===== config.mk =====
export PLATFORM = sky130hd
export DESIGN_NAME = reg_op_sequencer
export DESIGN_NICKNAME = d
export VERILOG_FILES = /design/src/rtl/reg_op_sequencer_pkg.sv /design/src/rtl/reg_op_sequencer.sv
export SDC_FILE = /design/constraint.sdc
export NUM_CORES = 1
export LEC_CHECK = 0
export ABC_AREA = 1
export CAP_MARGIN = 15
export CORE_ASPECT_RATIO = 1.1
export CORE_MARGIN = 2
export CORE_UTILIZATION = 30
export DETAILED_ROUTE_END_ITERATION = 6
export GPL_TIMING_DRIVEN = 0
export PLACE_DENSITY = 0.71
export SYNTH_ARGS = -nofsm -noshare
export SYNTH_HDL_FRONTEND = slang
export SYNTH_SLANG_ARGS = --single-unit

===== constraint.sdc =====
create_clock -name clk -period 1.3 [get_ports clk]
set_input_delay 0.13 -clock clk [delete_from_list [all_inputs] [get_ports clk]]
set_output_delay 0.13 -clock clk [all_outputs]
set_load 0.01 [all_outputs]

===== src/rtl/reg_op_sequencer_pkg.sv =====
`default_nettype none
// ============================================================================
// Module      : reg_op_sequencer_pkg
// Description : Op-codes, state encoding and defaults shared by the
//               register-operation sequencer.
// Revision    : 1.0 - initial release
// ============================================================================
package reg_op_sequencer_pkg;

   localparam int WIDTH_DEF = 4;
   localparam int CNT_W_DEF = 2;

   localparam logic [2:0] OP_NOP = 3'd0;
   localparam logic [2:0] OP_CLR = 3'd1;
   localparam logic [2:0] OP_LD  = 3'd2;
   localparam logic [2:0] OP_INC = 3'd3;
   localparam logic [2:0] OP_DEC = 3'd4;
   localparam logic [2:0] OP_SHR = 3'd5;
   localparam logic [2:0] OP_SHL = 3'd6;
   localparam logic [2:0] OP_ROR = 3'd7;

   typedef enum logic [1:0] {
      ST_IDLE = 2'd0,
      ST_RUN  = 2'd1,
      ST_DONE = 2'd2
   } state_e;

   // CLR and LD are idempotent, so repeating them is pointless
   function automatic logic is_single_step(input logic [2:0] op);
      return (op == OP_CLR) || (op == OP_LD);
   endfunction

endpackage
`default_nettype wire


===== src/rtl/reg_op_sequencer.sv =====
`default_nettype none
// ============================================================================
// Module      : reg_op_sequencer
// Description : Accepts one register command per valid/ready handshake and
//               expands it into one register strobe per cycle for
//               cmd_cnt+1 steps, then pulses done for one cycle.
// Revision    : 1.0 - initial release
// ============================================================================
module reg_op_sequencer
   import reg_op_sequencer_pkg::*;
#(
   parameter int WIDTH = WIDTH_DEF,
   parameter int CNT_W = CNT_W_DEF
) (
   input  logic             clk,
   input  logic             rst_n,
   input  logic             cmd_valid,
   output logic             cmd_ready,
   input  logic [2:0]       cmd_op,
   input  logic [WIDTH-1:0] cmd_data,
   input  logic [CNT_W-1:0] cmd_cnt,
   input  logic [WIDTH-1:0] reg_q,
   output logic             cl,
   output logic             ld,
   output logic             inc,
   output logic             dec,
   output logic             sr,
   output logic             sl,
   output logic [WIDTH-1:0] in,
   output logic             ir,
   output logic             il,
   output logic             done
);

   state_e           state_q, state_d;
   logic [2:0]       op_q,    op_d;
   logic [WIDTH-1:0] data_q,  data_d;
   logic [CNT_W-1:0] cnt_q,   cnt_d;

   // Only the LSB of the register feeds back (rotate-right wrap bit)
   logic unused_reg_hi;
   assign unused_reg_hi = ^reg_q[WIDTH-1:1];

   // Next-state and latched-field computation
   always_comb begin
      state_d = state_q;
      op_d    = op_q;
      data_d  = data_q;
      cnt_d   = cnt_q;
      case (state_q)
         ST_IDLE: begin
            if (cmd_valid) begin
               op_d    = cmd_op;
               data_d  = cmd_data;
               cnt_d   = is_single_step(cmd_op) ? '0 : cmd_cnt;
               state_d = (cmd_op == OP_NOP) ? ST_DONE : ST_RUN;
            end
         end
         ST_RUN: begin
            // Last step is the one that observes a zero remaining count
            if (cnt_q == '0) begin
               state_d = ST_DONE;
            end else begin
               cnt_d = cnt_q - CNT_W'(1);
            end
         end
         ST_DONE: begin
            state_d = ST_IDLE;
         end
         default: begin
            state_d = ST_IDLE;
         end
      endcase
   end

   // State and latched command registers, asynchronously cleared
   always_ff @(posedge clk or negedge rst_n) begin
      if (!rst_n) begin
         state_q <= ST_IDLE;
         op_q    <= OP_NOP;
         data_q  <= '0;
         cnt_q   <= '0;
      end else begin
         state_q <= state_d;
         op_q    <= op_d;
         data_q  <= data_d;
         cnt_q   <= cnt_d;
      end
   end

   // Strobe decode from registered state; ROR's ir follows reg_q live so each
   // rotate step sees the value produced by the previous one
   always_comb begin
      cl        = 1'b0;
      ld        = 1'b0;
      inc       = 1'b0;
      dec       = 1'b0;
      sr        = 1'b0;
      sl        = 1'b0;
      in        = '0;
      ir        = 1'b0;
      il        = 1'b0;
      cmd_ready = (state_q == ST_IDLE);
      done      = (state_q == ST_DONE);
      if (state_q == ST_RUN) begin
         case (op_q)
            OP_CLR: cl = 1'b1;
            OP_LD: begin
               ld = 1'b1;
               in = data_q;
            end
            OP_INC: inc = 1'b1;
            OP_DEC: dec = 1'b1;
            OP_SHR: begin
               sr = 1'b1;
               ir = data_q[0];
            end
            OP_SHL: begin
               sl = 1'b1;
               il = data_q[0];
            end
            OP_ROR: begin
               sr = 1'b1;
               ir = reg_q[0];
            end
            default: ;
         endcase
      end
   end

endmodule
`default_nettype wire


# ---- After elaboration in Yosys (flattened, before gate mapping)
# Index checks and enable logic that the tools add are counted.
dict set report word_totals {
  regBits 11
  inputBits 16
  output_inout_bits 14
}
dict set report classes {
  addsub 1
  eq_ne 14
  muxes 26
  reduce_logical 9
}
# op n
set op_table {}
lappend op_table {{$mux 1} 15}
lappend op_table {{$eq 3x3->1 const B} 4}
lappend op_table {{$mux 2} 6}
lappend op_table {{$eq 3x2->1 const B} 3}
lappend op_table {{$mux 4} 2}
lappend op_table {{$pmux 2 s2} 2}
lappend op_table {{$eq 3x1->1 const B} 2}
lappend op_table {{$ne 2x2->1 const B} 3}
lappend op_table {{$logic_not 2->1} 2}
lappend op_table {{$reduce_and 2->1} 2}
lappend op_table {{$logic_not 3->1} 1}
lappend op_table {{$reduce_and 3->1} 1}
lappend op_table {{$eq 2x1->1 const B} 1}
lappend op_table {{$eq 2x2->1 const B} 1}
lappend op_table {{$pmux 1 s2} 1}
lappend op_table {{$reduce_bool 2->1} 1}
lappend op_table {{$reduce_or 2->1} 1}
lappend op_table {{$sub 2x1->2 const B} 1}
lappend op_table {{$logic_or 1x1->1} 1}

# ---- Depth between registers and ports, before layout
dict set report depth {
  ltp_word 5
  mapped_depth 7
}

# ---- Worst setup path after synthesis
# OpenSTA, ideal clock, no wires.
dict set report synth_timing {
  path_type {register -> output}
  startpoint {register state_q[1]}
  endpoint {output port cl}
  t_arrival_ps 1072
  t_required_ps 1170
  path_slack_ps 98
  path_stages_with_launch 5
  n_path_buf 0
  path_cell_list {dfrtp_1 > inv_1 > nand2_2 > or2_1 > nor3_1}
}
dict set report synth_between {
  elab_chain_cells 2
}
# element line_no
set synth_rtl {}
lappend synth_rtl {{start: declaration} reg_op_sequencer.sv:35} ;# state_e state_q, state_d;
lappend synth_rtl {{start signal: assignment} reg_op_sequencer.sv:84} ;# state_q <= state_d;
lappend synth_rtl {{$eq 2x1->1} reg_op_sequencer.sv:105} ;# if (state_q == ST_RUN) begin
lappend synth_rtl {{$mux 1} reg_op_sequencer.sv:105}
lappend synth_rtl {{end: declaration} reg_op_sequencer.sv:23} ;# output logic cl,
# No other way between the ends.

# ---- Worst setup path after layout
dict set report layout_timing {
  startpoint {register state_q[1]}
  endpoint {output port inc}
}
dict set report layout_between {
  elab_chain_cells 2
}
# element line_no
set layout_rtl {}
lappend layout_rtl {{$eq 2x1->1} reg_op_sequencer.sv:105}
lappend layout_rtl {{$mux 1} reg_op_sequencer.sv:105}
lappend layout_rtl {{end: declaration} reg_op_sequencer.sv:25} ;# output logic inc,
# No other way between the ends.

==> reports/qor.yml <==
die:
  num_rows: 17
  io_pins: 30
  initial_utilization: 0.3170
  die_x_um: 48.06
  core-area_um2: 2021
  die-area_um2: 2521
  die_y_um: 52.47
pwr:
  internal_power_w: 0.001283
  p_sw_frac: 0.4398
  p_leak_nw: 0.5697
  p_seq_frac: 0.275
  combPwrFrac: 0.624
  switchingPower_w: 0.001008
  power_w: 0.002291
  p_per_area_nw_per_um2: 2236
  ir_drop_v: 0.001014
  clkPwrFrac: 0.100
global_route:
  antenna_found_initial: 0
  grt_usage: 0.1476
  grt_start_max_net_pins: 12
  grt-ovfl-total: 0
  grt_pass1_vias: 662
  grt_first_pass_wirelength_um: 2670
timing:
  period_share: 1.103
  fin_ws_ns: -0.1333
  maxSlewHeadroom: 0.6440
  period_needed_ns: 1.433
  worstMarginPinSlew_ns: 0.5323
  max_freq_mhz: 697.7
  setup_viol_count_final: 11
  hold_viol_final: 0
  drv_slew: 0
  rsz0062_at_grt: "yes"
  clock_skew_ns: 0.007931
critical_path:
  cp_max_fo: 4
  worstSetupPathType: "flip-flop to output pin"
  r2r_end: "op_q[2]"
  critPathArrivalTime_ns: 1.30
  cp-start-kind: "flip-flop"
  rr_worst_depth: 6
  reg2reg_from: "state_q[0]"
  r2r_slack_ns: 0.07
  required_ns: 1.17
  crit_path_end_kind: "output pin"
placed_design:
  place_worst_setup_slack_ns: -0.3922
  dpl.hpwl_um: 1239
  place_congestion: 0.7907
  io_buffer_count: 26
finish:
  antenna_cells: 0
  syn_to_final_growth_pct: 59.96
  layout-drive-gt1-share: 0.3359
  postLayoutCoreUtil: 0.5071
  fin_nets: 149
cts:
  cts_root_buf: "clkbuf_4"
  clk_path_buf_depth: 2
  cts.sinks: 11
  htreeDepth: 1
  cts_tree: "built"
  clk_latency_ns: 0.26
  holdBufCountCts: 0
  clkTransAtPathRegs_ns: 0.08
  cts_made_buffers: 3
logic_synthesis:
  yosysSeqAreaShare: 0.4297
  synthDominantAreaCellType: "dfrtp_1"
  yosysTopAreaCellShare: 0.4297
  synthCells: 91
  syn_area_um2: 640.6
  syn_area_per_cell_um2: 7.040
  yosysWarningCount: 0
  yosys-top-cells-area: "dfrtp_1, nor2_1, inv_1, nand2_1, a21oi_1"
  synth_nets: 108
  synth_cell_types: 15
  synth-seq-cells: 11
detailed_routing:
  drt_iter0_markers: 10
  drt-wirelength-per-cell_um: 11.10
  finalWirelength_um: 1765
  first_pass_iters: 4
  vias: 723
  drc: 0
  ant_nets: 0
  vias_per_cell: 4.547
run_status:
  status: "finished, violations left"
  violations: "negative setup slack"
run:
  cap_violations: 0
hold_path:
  hold_class: "input pin to async pin"
## metal layers
layer | track usage | part of all wire
met5 | 0 | 0
met4 | 0.05405 | 0.0074
met3 | 0.02759 | 0.064
met2 | 0.2667 | 0.50
met1 | 0.1628 | 0.43
## registers in the layout (all words and copies together), names as in the netlist
signal,flops
cnt_q,2
data_q,4
op_q,3
state_q,2
## worst max path at each step
stage,slack [ns],endpoint,start
2_1_floorplan,0.1,cl,state_q[1]
3_3_place_gp,-0.39,inc,state_q[1]
3_5_place_dp,-0.39,inc,state_q[1]
4_1_cts,-0.17,cl,state_q[1]
5_1_grt,-0.19,inc,state_q[1]
6_report,-0.13,inc,state_q[1]
## Yosys cell counts, drive strengths merged
cell type,number
a21oi,8
buf,1
dfrtp,11
ha,1
inv,16
nand2,13
nand3,6
nor2,25
nor3,5
o21ai,4
or2,1
## per-stage QoR
stage / setup TNS (ns) / area [um2] / hold WS, ns / instances
4_1_cts: -0.5954 / 985.9 / 0.2256 / 158
3_3_place_gp: -4.169 / 935.9 / 0.4962 / 145
3_5_place_dp: -4.252 / 935.9 / 0.5014 / 145
2_1_floorplan: 0 / 640.6 / -0.1656 / 91
6_report: -0.7749 / 1025 / 0.2094 / 159
5_1_grt: -1.553 / 1025 / 0.2467 / 159
## critical path: stages, from the launching register on
cell and delay (ns):
dfrtp_1 0.39, inv_2 0.09, nand2_4 0.06, or2_4 0.26, nor3_2 0.09, buf_2 0.15
## kinds of logic after synthesis
logic type | count (synthesis) | synth area share
adders and majority gates | 1 | 0.01953
and+or+nand+nor | 50 | 0.3457
AOI/OAI and AO/OA | 12 | 0.09374
buffers and inverters | 17 | 0.1113
DFF | 11 | 0.4297
## placed cells by master, fill, tap and decap left out
| cell type | instances |
|---|---|
| clkbuf_1 | 1 |
| buf_2 | 13 |
| nor2_2 | 1 |
| nand2_4 | 4 |
| nand2_2 | 1 |
| nor2_4 | 2 |
| buf_6 | 2 |
| o21ai_0 | 3 |
| o21ai_1 | 1 |
| nor3_1 | 2 |
| nand3_1 | 6 |
| nor3_2 | 3 |
| a21oi_1 | 8 |
| nor2_1 | 22 |
| buf_4 | 10 |
| dfrtp_2 | 1 |
| inv_1 | 13 |
| nand2_1 | 8 |
| clkdlybuf4s50_1 | 12 |
| dfrtp_1 | 10 |
| clkbuf_4 | 3 |
| inv_2 | 3 |
| ha_1 | 1 |
| or2_4 | 1 |
## power groups by stage
stage | combinational (W) | sequential (W) | clock (W)
3_5_place_dp | 0.00108 | 0.000656 | 0
3_3_place_gp | 0.00106 | 0.000648 | 0
4_1_cts | 0.00130 | 0.000623 | 0.000235
6_report | 0.00143 | 0.000631 | 0.000230
5_1_grt | 0.00158 | 0.000644 | 0.000254
2_1_floorplan | 0.000707 | 0.000624 | 0
## area by class of cell
class | count | area (um2)
multi-input combinational | 63 | 344.1
tap | 28 | 35.03
inverter | 16 | 60.06
timing repair buffer | 36 | 271.5
fill | 201 | 996.0
clock buffer | 4 | 26.28
buffer | 1 | 11.26
sequential | 11 | 276.5
## repair_timing
action / CTS / global route
cloned: 0 / 0
resized for setup: 67 / 7
pin swaps: 5 / 3
setup buffers: 9 / 1
setup endpoints to repair: 14 / 14
Note: power is estimated with default switching activity, not from simulation.
